--- src/rtl/div_err_monitor_if.sv ---
// ---------------------------------------------------------------------------
// div_err_monitor_if
// Groups the sample handshake, per-sample results and the running statistics
// of div_err_monitor.
//   master : drives in_valid, x, y, q_apx, r_apx, clr; observes everything else
//   slave  : the monitor itself
// Parameters CNT_W / ACC_W must match those given to div_err_monitor.
// ---------------------------------------------------------------------------
interface div_err_monitor_if #(
    parameter int CNT_W = 16,
    parameter int ACC_W = 24
);
    logic             in_valid;
    logic             in_ready;
    logic [15:0]      x;
    logic [7:0]       y;
    logic [7:0]       q_apx;
    logic [7:0]       r_apx;
    logic             clr;
    logic             res_valid;
    logic [7:0]       q_exact;
    logic [7:0]       r_exact;
    logic [7:0]       err_dist;
    logic             err_flag;
    logic             ovf;
    logic [CNT_W-1:0] samples;
    logic [CNT_W-1:0] err_count;
    logic [CNT_W-1:0] ovf_count;
    logic [ACC_W-1:0] err_sum;
    logic [7:0]       err_max;

    modport master (
        output in_valid, x, y, q_apx, r_apx, clr,
        input  in_ready, res_valid, q_exact, r_exact, err_dist, err_flag, ovf,
        input  samples, err_count, ovf_count, err_sum, err_max
    );

    modport slave (
        input  in_valid, x, y, q_apx, r_apx, clr,
        output in_ready, res_valid, q_exact, r_exact, err_dist, err_flag, ovf,
        output samples, err_count, ovf_count, err_sum, err_max
    );
endinterface

--- src/rtl/div_err_monitor.sv ---
// ---------------------------------------------------------------------------
// div_err_monitor
// Checker for a 16/8 array divider (exact or approximate). Each accepted
// sample (x, y, q_apx, r_apx) is re-divided with an 8-step restoring divider;
// the exact quotient/remainder, the quotient error distance and an error flag
// are reported with a one-cycle res_valid pulse, and saturating running
// statistics are kept for characterisation runs.
// Ports:
//   clk    : clock, rising edge
//   rst_n  : synchronous reset, active-low (clears FSM, outputs, statistics)
//   bus    : div_err_monitor_if.slave
//            in_valid/in_ready  sample handshake (ready only while idle)
//            x, y, q_apx, r_apx operands and divider-under-test results
//            clr                synchronous clear of statistics
//            res_valid, q_exact, r_exact, err_dist, err_flag, ovf
//            samples, err_count, ovf_count, err_sum, err_max
// ---------------------------------------------------------------------------
module div_err_monitor #(
    parameter int CNT_W = 16,
    parameter int ACC_W = 24
) (
    input  logic             clk,
    input  logic             rst_n,
    div_err_monitor_if.slave bus
);

    localparam logic [1:0] IDLE = 2'd0;
    localparam logic [1:0] CALC = 2'd1;
    localparam logic [1:0] DONE = 2'd2;

    logic [1:0]       state;
    logic [2:0]       cnt;
    logic [7:0]       rem;
    logic [7:0]       qacc;
    logic [7:0]       x_lo;
    logic [7:0]       y_r;
    logic [7:0]       q_apx_r;
    logic [7:0]       r_apx_r;

    logic [7:0]       q_exact_r;
    logic [7:0]       r_exact_r;
    logic [7:0]       err_dist_r;
    logic             err_flag_r;
    logic             ovf_r;

    logic [CNT_W-1:0] samples_r;
    logic [CNT_W-1:0] err_count_r;
    logic [CNT_W-1:0] ovf_count_r;
    logic [ACC_W-1:0] err_sum_r;
    logic [7:0]       err_max_r;

    logic             ovf_in;
    logic [8:0]       t;
    logic             ge;
    logic [7:0]       rem_nxt;
    logic [7:0]       q_nxt;

    function automatic logic [CNT_W-1:0] sat_inc(input logic [CNT_W-1:0] v, input logic en);
        if (en && (v != {CNT_W{1'b1}}))
            return v + CNT_W'(1);
        return v;
    endfunction

    function automatic logic [ACC_W-1:0] sat_add(input logic [ACC_W-1:0] a, input logic [7:0] d);
        logic [ACC_W:0] s;
        s = {1'b0, a} + {{(ACC_W-7){1'b0}}, d};
        return s[ACC_W] ? {ACC_W{1'b1}} : s[ACC_W-1:0];
    endfunction

    function automatic logic [7:0] abs_diff(input logic [7:0] a, input logic [7:0] b);
        logic signed [8:0] d;
        d = $signed({1'b0, a}) - $signed({1'b0, b});
        return d[8] ? 8'(-d) : d[7:0];
    endfunction

    // The quotient only fits in 8 bits when the high dividend byte is below y.
    assign ovf_in = (bus.y == 8'd0) || (bus.x[15:8] >= bus.y);

    // One restoring step: shift in the next dividend bit, subtract if it fits.
    always_comb begin
        t       = {rem, x_lo[cnt]};
        ge      = (t >= {1'b0, y_r});
        rem_nxt = t[7:0];
        if (ge)
            rem_nxt = 8'(t - {1'b0, y_r});
        q_nxt      = qacc;
        q_nxt[cnt] = ge;
    end

    // FSM, divider datapath and per-sample result registers
    always_ff @(posedge clk) begin
        if (!rst_n) begin
            state      <= IDLE;
            cnt        <= 3'd0;
            rem        <= 8'd0;
            qacc       <= 8'd0;
            x_lo       <= 8'd0;
            y_r        <= 8'd0;
            q_apx_r    <= 8'd0;
            r_apx_r    <= 8'd0;
            q_exact_r  <= 8'd0;
            r_exact_r  <= 8'd0;
            err_dist_r <= 8'd0;
            err_flag_r <= 1'b0;
            ovf_r      <= 1'b0;
        end else begin
            case (state)
                IDLE: begin
                    if (bus.in_valid) begin
                        x_lo    <= bus.x[7:0];
                        y_r     <= bus.y;
                        q_apx_r <= bus.q_apx;
                        r_apx_r <= bus.r_apx;
                        if (ovf_in) begin
                            state      <= DONE;
                            q_exact_r  <= 8'd0;
                            r_exact_r  <= 8'd0;
                            err_dist_r <= 8'd0;
                            err_flag_r <= 1'b0;
                            ovf_r      <= 1'b1;
                        end else begin
                            state <= CALC;
                            rem   <= bus.x[15:8];
                            qacc  <= 8'd0;
                            cnt   <= 3'd7;
                        end
                    end
                end
                CALC: begin
                    rem  <= rem_nxt;
                    qacc <= q_nxt;
                    cnt  <= cnt - 3'd1;
                    // Results are registered on the way into DONE so they
                    // stay stable until the next sample completes.
                    if (cnt == 3'd0) begin
                        state      <= DONE;
                        q_exact_r  <= q_nxt;
                        r_exact_r  <= rem_nxt;
                        err_dist_r <= abs_diff(q_apx_r, q_nxt);
                        err_flag_r <= (q_apx_r != q_nxt) || (r_apx_r != rem_nxt);
                        ovf_r      <= 1'b0;
                    end
                end
                DONE:    state <= IDLE;
                default: state <= IDLE;
            endcase
        end
    end

    // Statistics: accumulated at the end of DONE; clr takes priority.
    always_ff @(posedge clk) begin
        if (!rst_n || bus.clr) begin
            samples_r   <= '0;
            err_count_r <= '0;
            ovf_count_r <= '0;
            err_sum_r   <= '0;
            err_max_r   <= 8'd0;
        end else if (state == DONE) begin
            if (ovf_r) begin
                ovf_count_r <= sat_inc(ovf_count_r, 1'b1);
            end else begin
                samples_r   <= sat_inc(samples_r, 1'b1);
                err_count_r <= sat_inc(err_count_r, err_flag_r);
                err_sum_r   <= sat_add(err_sum_r, err_dist_r);
                if (err_dist_r > err_max_r)
                    err_max_r <= err_dist_r;
            end
        end
    end

    assign bus.in_ready  = (state == IDLE);
    assign bus.res_valid = (state == DONE);
    assign bus.q_exact   = q_exact_r;
    assign bus.r_exact   = r_exact_r;
    assign bus.err_dist  = err_dist_r;
    assign bus.err_flag  = err_flag_r;
    assign bus.ovf       = ovf_r;
    assign bus.samples   = samples_r;
    assign bus.err_count = err_count_r;
    assign bus.ovf_count = ovf_count_r;
    assign bus.err_sum   = err_sum_r;
    assign bus.err_max   = err_max_r;

endmodule

--- src/flat_wrapper.sv ---
// flat-port wrapper written by rule: the top's interface ports become plain ports
module div_err_monitor_flat 
#(
    parameter int CNT_W = 16,
    parameter int ACC_W = 24
)
  (clk, rst_n, bus_in_valid, bus_x, bus_y, bus_q_apx, bus_r_apx, bus_clr, bus_in_ready, bus_res_valid, bus_q_exact, bus_r_exact, bus_err_dist, bus_err_flag, bus_ovf, bus_samples, bus_err_count, bus_ovf_count, bus_err_sum, bus_err_max);
  div_err_monitor_if #(.CNT_W(CNT_W), .ACC_W(ACC_W)) bus_i ();
  input  logic clk;
  input  logic rst_n;
  input wire logic [$bits(bus_i.in_valid)-1:0] bus_in_valid;
  input wire logic [$bits(bus_i.x)-1:0] bus_x;
  input wire logic [$bits(bus_i.y)-1:0] bus_y;
  input wire logic [$bits(bus_i.q_apx)-1:0] bus_q_apx;
  input wire logic [$bits(bus_i.r_apx)-1:0] bus_r_apx;
  input wire logic [$bits(bus_i.clr)-1:0] bus_clr;
  output wire logic [$bits(bus_i.in_ready)-1:0] bus_in_ready;
  output wire logic [$bits(bus_i.res_valid)-1:0] bus_res_valid;
  output wire logic [$bits(bus_i.q_exact)-1:0] bus_q_exact;
  output wire logic [$bits(bus_i.r_exact)-1:0] bus_r_exact;
  output wire logic [$bits(bus_i.err_dist)-1:0] bus_err_dist;
  output wire logic [$bits(bus_i.err_flag)-1:0] bus_err_flag;
  output wire logic [$bits(bus_i.ovf)-1:0] bus_ovf;
  output wire logic [$bits(bus_i.samples)-1:0] bus_samples;
  output wire logic [$bits(bus_i.err_count)-1:0] bus_err_count;
  output wire logic [$bits(bus_i.ovf_count)-1:0] bus_ovf_count;
  output wire logic [$bits(bus_i.err_sum)-1:0] bus_err_sum;
  output wire logic [$bits(bus_i.err_max)-1:0] bus_err_max;
  assign bus_i.in_valid = bus_in_valid;
  assign bus_i.x = bus_x;
  assign bus_i.y = bus_y;
  assign bus_i.q_apx = bus_q_apx;
  assign bus_i.r_apx = bus_r_apx;
  assign bus_i.clr = bus_clr;
  assign bus_in_ready = bus_i.in_ready;
  assign bus_res_valid = bus_i.res_valid;
  assign bus_q_exact = bus_i.q_exact;
  assign bus_r_exact = bus_i.r_exact;
  assign bus_err_dist = bus_i.err_dist;
  assign bus_err_flag = bus_i.err_flag;
  assign bus_ovf = bus_i.ovf;
  assign bus_samples = bus_i.samples;
  assign bus_err_count = bus_i.err_count;
  assign bus_ovf_count = bus_i.ovf_count;
  assign bus_err_sum = bus_i.err_sum;
  assign bus_err_max = bus_i.err_max;
  div_err_monitor #(.CNT_W(CNT_W), .ACC_W(ACC_W)) u_core (.clk(clk), .rst_n(rst_n), .bus(bus_i));
endmodule
--- config.mk ---
export PLATFORM = sky130hd
export DESIGN_NAME = div_err_monitor_flat
export DESIGN_NICKNAME = d
export VERILOG_FILES = /design/src/rtl/div_err_monitor_if.sv /design/src/rtl/div_err_monitor.sv /design/src/flat_wrapper.sv
export SDC_FILE = /design/constraint.sdc
export NUM_CORES = 1
export LEC_CHECK = 0
export CAP_MARGIN = 20
export CORE_ASPECT_RATIO = 0.7
export CORE_MARGIN = 2
export CORE_UTILIZATION = 35
export CTS_CLUSTER_DIAMETER = 80
export CTS_CLUSTER_SIZE = 12
export DETAILED_ROUTE_END_ITERATION = 7
export SETUP_SLACK_MARGIN = 0.15
export SLEW_MARGIN = 20
export SYNTH_ARGS = -nofsm -noshare
export SYNTH_HDL_FRONTEND = slang
export SYNTH_SLANG_ARGS = --single-unit
--- constraint.sdc ---
create_clock -name clk -period 13.5 [get_ports clk]
set_clock_uncertainty 0.1 [all_clocks]
set_input_delay 2.7 -clock clk [delete_from_list [all_inputs] [get_ports clk]]
set_output_delay 2.7 -clock clk [all_outputs]
set_load 0.05 [all_outputs]
==> impl_results.md <==
- CTS tree: built
- Die Width: 188 µm
- Final instance area: 10700 µm²
- WS Path Type: register to register
- Crit-path max FO: 11
- Antenna Violating Nets Remaining: 0
- Share of cells above drive strength 1: 6.47%
- Post-synth EDFFs: 0
- Max Buffers Root-to-Sink: 2
- Final HPWL DP: 16700 µm
- Max-slew violation count: 0
- Most frequent cells in the layout: dfxtp_1 (159), clkdlybuf4s50_1 (151), nor2_1 (126)
- Hold WS: approximately 0.35 ns
- DR vias: 7277
- WP depth: 17
- Io pins: 152
- R2r setup slk: 8.08 ns
- Die Y: roughly 130 µm
- RSZ-0062 raised after global routing: false
- Async S/R FF share, synth: 0%
- Clk Tree Root Cell: clkbuf_16
- Post-Route WL: ~23000 µm
- Starting density of the core: 35.3%
- Placed inst area: 10100 µm²
- # resized after CTS: 0
- Ant diodes: 0
- Max cap viols: 0
- Crit start category: register
- Pre-Repair DR Iteration Count: 5
- CP max stage delay: 0.81 ns
- Worst r2r path cells: 17
- Nets: 1224
- Seq/Total Area, Yosys: 38.4%
- Total GRT Usage: 18.3%
- Fin crit share: 40.2%
- Reg-to-Reg End: u_core.bus.err_dist[6]
- Hold path endpoint: u_core.qacc[0]
- Area Overhead vs Synth: 29.1%
- Worst Max-Slew Pin Slew: 1.06 ns
- Min Tclk post-route: 5.42 ns
- Synth Instances: approximately 1000
- Worst Setup SP: u_core.cnt[0]
- Routed wire per std cell: 15.6 µm
- Final GP Congestion: 0.885
- H-tree levels: 4
- Placed cells: 1430
- Clock Latency Late Sink: between 0.4 and 0.5 ns
- Cell Pwr Density: around 130 nW/µm²
- Slew HR: 29.4%
- Fmax: approximately 180 MHz
- Outcome: complete, no violations
- Post-Syn Area: between 8000 and 9000 µm²
- CP max stage cell: nor2_1
- Starting DRT DRC Count: 493
- Vias in the first global route: 6559
- Largest net degree at the start of global routing: 77
- Buf/Inv on CP: 0
- Setup TNS: 0 ns
- DRC violations left: 0
- Setup bufs post-CTS: 0
- Clock net sink count: approximately 160
- Core area: 23500 µm²
- RR Startpoint: u_core.cnt[0]
- CP Data Required Time: approximately 14 ns
- CP endpoint kind: register
- Top delay family on crit path: compound AO/OA/AOI/OAI gates
- Most used flip-flop cell after synthesis: dfxtp_1
- Initial antenna violation count: 0
- Commonest non-fill, non-tap cell in the layout: dfxtp_1
- Synth Warn #: 0
- Hold path startpoint: u_core.qacc[0]
- Fin worst setup slack: 8.08 ns
- Vias per cell: 4.98
- First-pass GRT wire length: 36200 µm
- Clock-pin slew on the worst setup and hold paths: 0.06 ns
- Synthesized flop and latch total: ~160
- IO Port Bufs: 151
- HP Class: register to register
- Maximum vdd ir drop: 94.7 µV
- DIE AREA: 25000 µm²
- Std-Cell Rows: 47
- Syn Nets: 1091
- Cell Chain, Critical Path: mux4_2 -> mux2i_1 -> ha_1 -> nand2b_1 -> a21oi_1 -> o2111a_1 -> nor2_1 -> mux2i_1 -> ha_1 -> o21ai_0 -> a21oi_1 -> o31a_1 -> a31oi_1 -> o41ai_1 -> xnor2_1 -> a22oi_1 -> nor2_1
- Post-route insts no fill: 1462
- Netlist cell types: around 70
- Setup violations, final: 0
- Hold Crit Depth: 2
- Pre-CTS WS: 7.92 ns
- Overflow after GRT: 0
- Critical Path AT: ~5.6 ns
- # hold bufs at CTS: 0
- CTS buffer count: 17
- Leak: 0.00397 µW
- Final Hold Viols: 0
- Syn Area/Cell: 8.31 µm²
synth_stat cells (all sizes together) (3+ instances only):
cell | n | area, µm²
or3 | 13 | 82.6
and4 | 8 | 72.6
a221oi | 3 | 26.3
o21bai | 3 | 22.5
nand3 | 24 | 120
xnor2 | 40 | 350
clkbuf | 33 | 124
buf | 10 | 52.6
inv | 50 | 188
dfxtp | 159 | 3180
o221a | 8 | 90.1
ha | 46 | 576
a222oi | 3 | 30.0
nor4 | 9 | 56.3
and3 | 20 | 136
nand2 | 122 | 465
a21o | 7 | 52.6
nor3 | 24 | 130
and2 | 6 | 40.0
nor2 | 128 | 483
or2 | 3 | 18.8
a31oi | 6 | 52.6
a22oi | 13 | 97.6
xor2 | 33 | 289
o21ai | 28 | 140
fa | 3 | 60.1
a211oi | 8 | 65.1
mux2i | 26 | 260
nand2b | 15 | 101
nand4 | 17 | 106
o21a | 4 | 30.0
a21oi | 92 | 464
nor2b | 10 | 70.1
report_power, final:
group	total [µW]	internal (µW)	leakage, µW	switching (µW)
Sequential	511	488	0.00129	22.9
Combinational	382	146	0.00237	236
Clock	516	315	0.000314	202
layer usage:
layer | track usage, % | share of wire, % | up-vias
met4 | 5.34 | 1.2 | 0
met2 | 24.2 | 39 | 181
met5 | 0 | 0 | -
li1 | - | - | 3728
met3 | 4.69 | 5.5 | 21
met1 | 28.4 | 54 | 3347
worst reg2reg max path: cells and delay by family, from the launching register on:
| kind | cells | cell delay (ns) |
|---|---|---|
| AOI/OAI and AO/OA | 8 | 1.62 |
| muxes | 3 | 1.25 |
| and+or+nand+nor | 3 | 0.96 |
| adders and majority gates | 2 | 0.65 |
| DFF | 1 | 0.56 |
| xor gates and xnor gates | 1 | 0.15 |
how the worst max path moves through the flow:
| stage | endpoint | slack (ns) |
|---|---|---|
| floorplan | u_core.bus.q_exact[4] | 8.89 |
| global placement | u_core.cnt[2] | 8.00 |
| detailed placement | u_core.cnt[2] | 7.92 |
| CTS | u_core.bus.err_dist[4] | 8.27 |
| global route | u_core.bus.err_dist[6] | 7.76 |
| finish | u_core.bus.err_dist[6] | 8.08 |
cell type report:
class | count | area, µm²
fill | 2307 | 12800
multi-input combinational | 746 | 4750
sequential | 159 | 3180
timing repair buffer | 157 | 1560
clock buffer | 18 | 439
tap | 318 | 398
clock inverter | 14 | 189
inverter | 50 | 188
sequential cells by signal, summed over array words and instances (netlist names), 16 cells and up:
signal / count
u_core.bus.err_sum: 24
u_core.bus.samples: 16
u_core.bus.err_count: 16
u_core.bus.ovf_count: 16
per-stage QoR:
stage	total power, µW	utilization, %
2_1_floorplan	790	-
3_3_place_gp	893	42.9
3_5_place_dp	895	42.9
4_1_cts	1420	45.6
5_1_grt	1480	45.6
6_report	1410	45.6
cells by family (layout without fill, tap and decap cells):
kind of cell / Yosys count / count (layout) / synth area share [%]
and+or+nand+nor: 401 / 401 / 22.9
AOI/OAI and AO/OA: 193 / 193 / 15.0
DFF: 159 / 159 / 38.4
buffers and inverters: 93 / 239 / 4.39
xor gates and xnor gates: 73 / 73 / 7.71
adders and majority gates: 49 / 49 / 7.66
muxes: 30 / 30 / 3.95
Note: power is estimated with default switching activity, not from simulation.
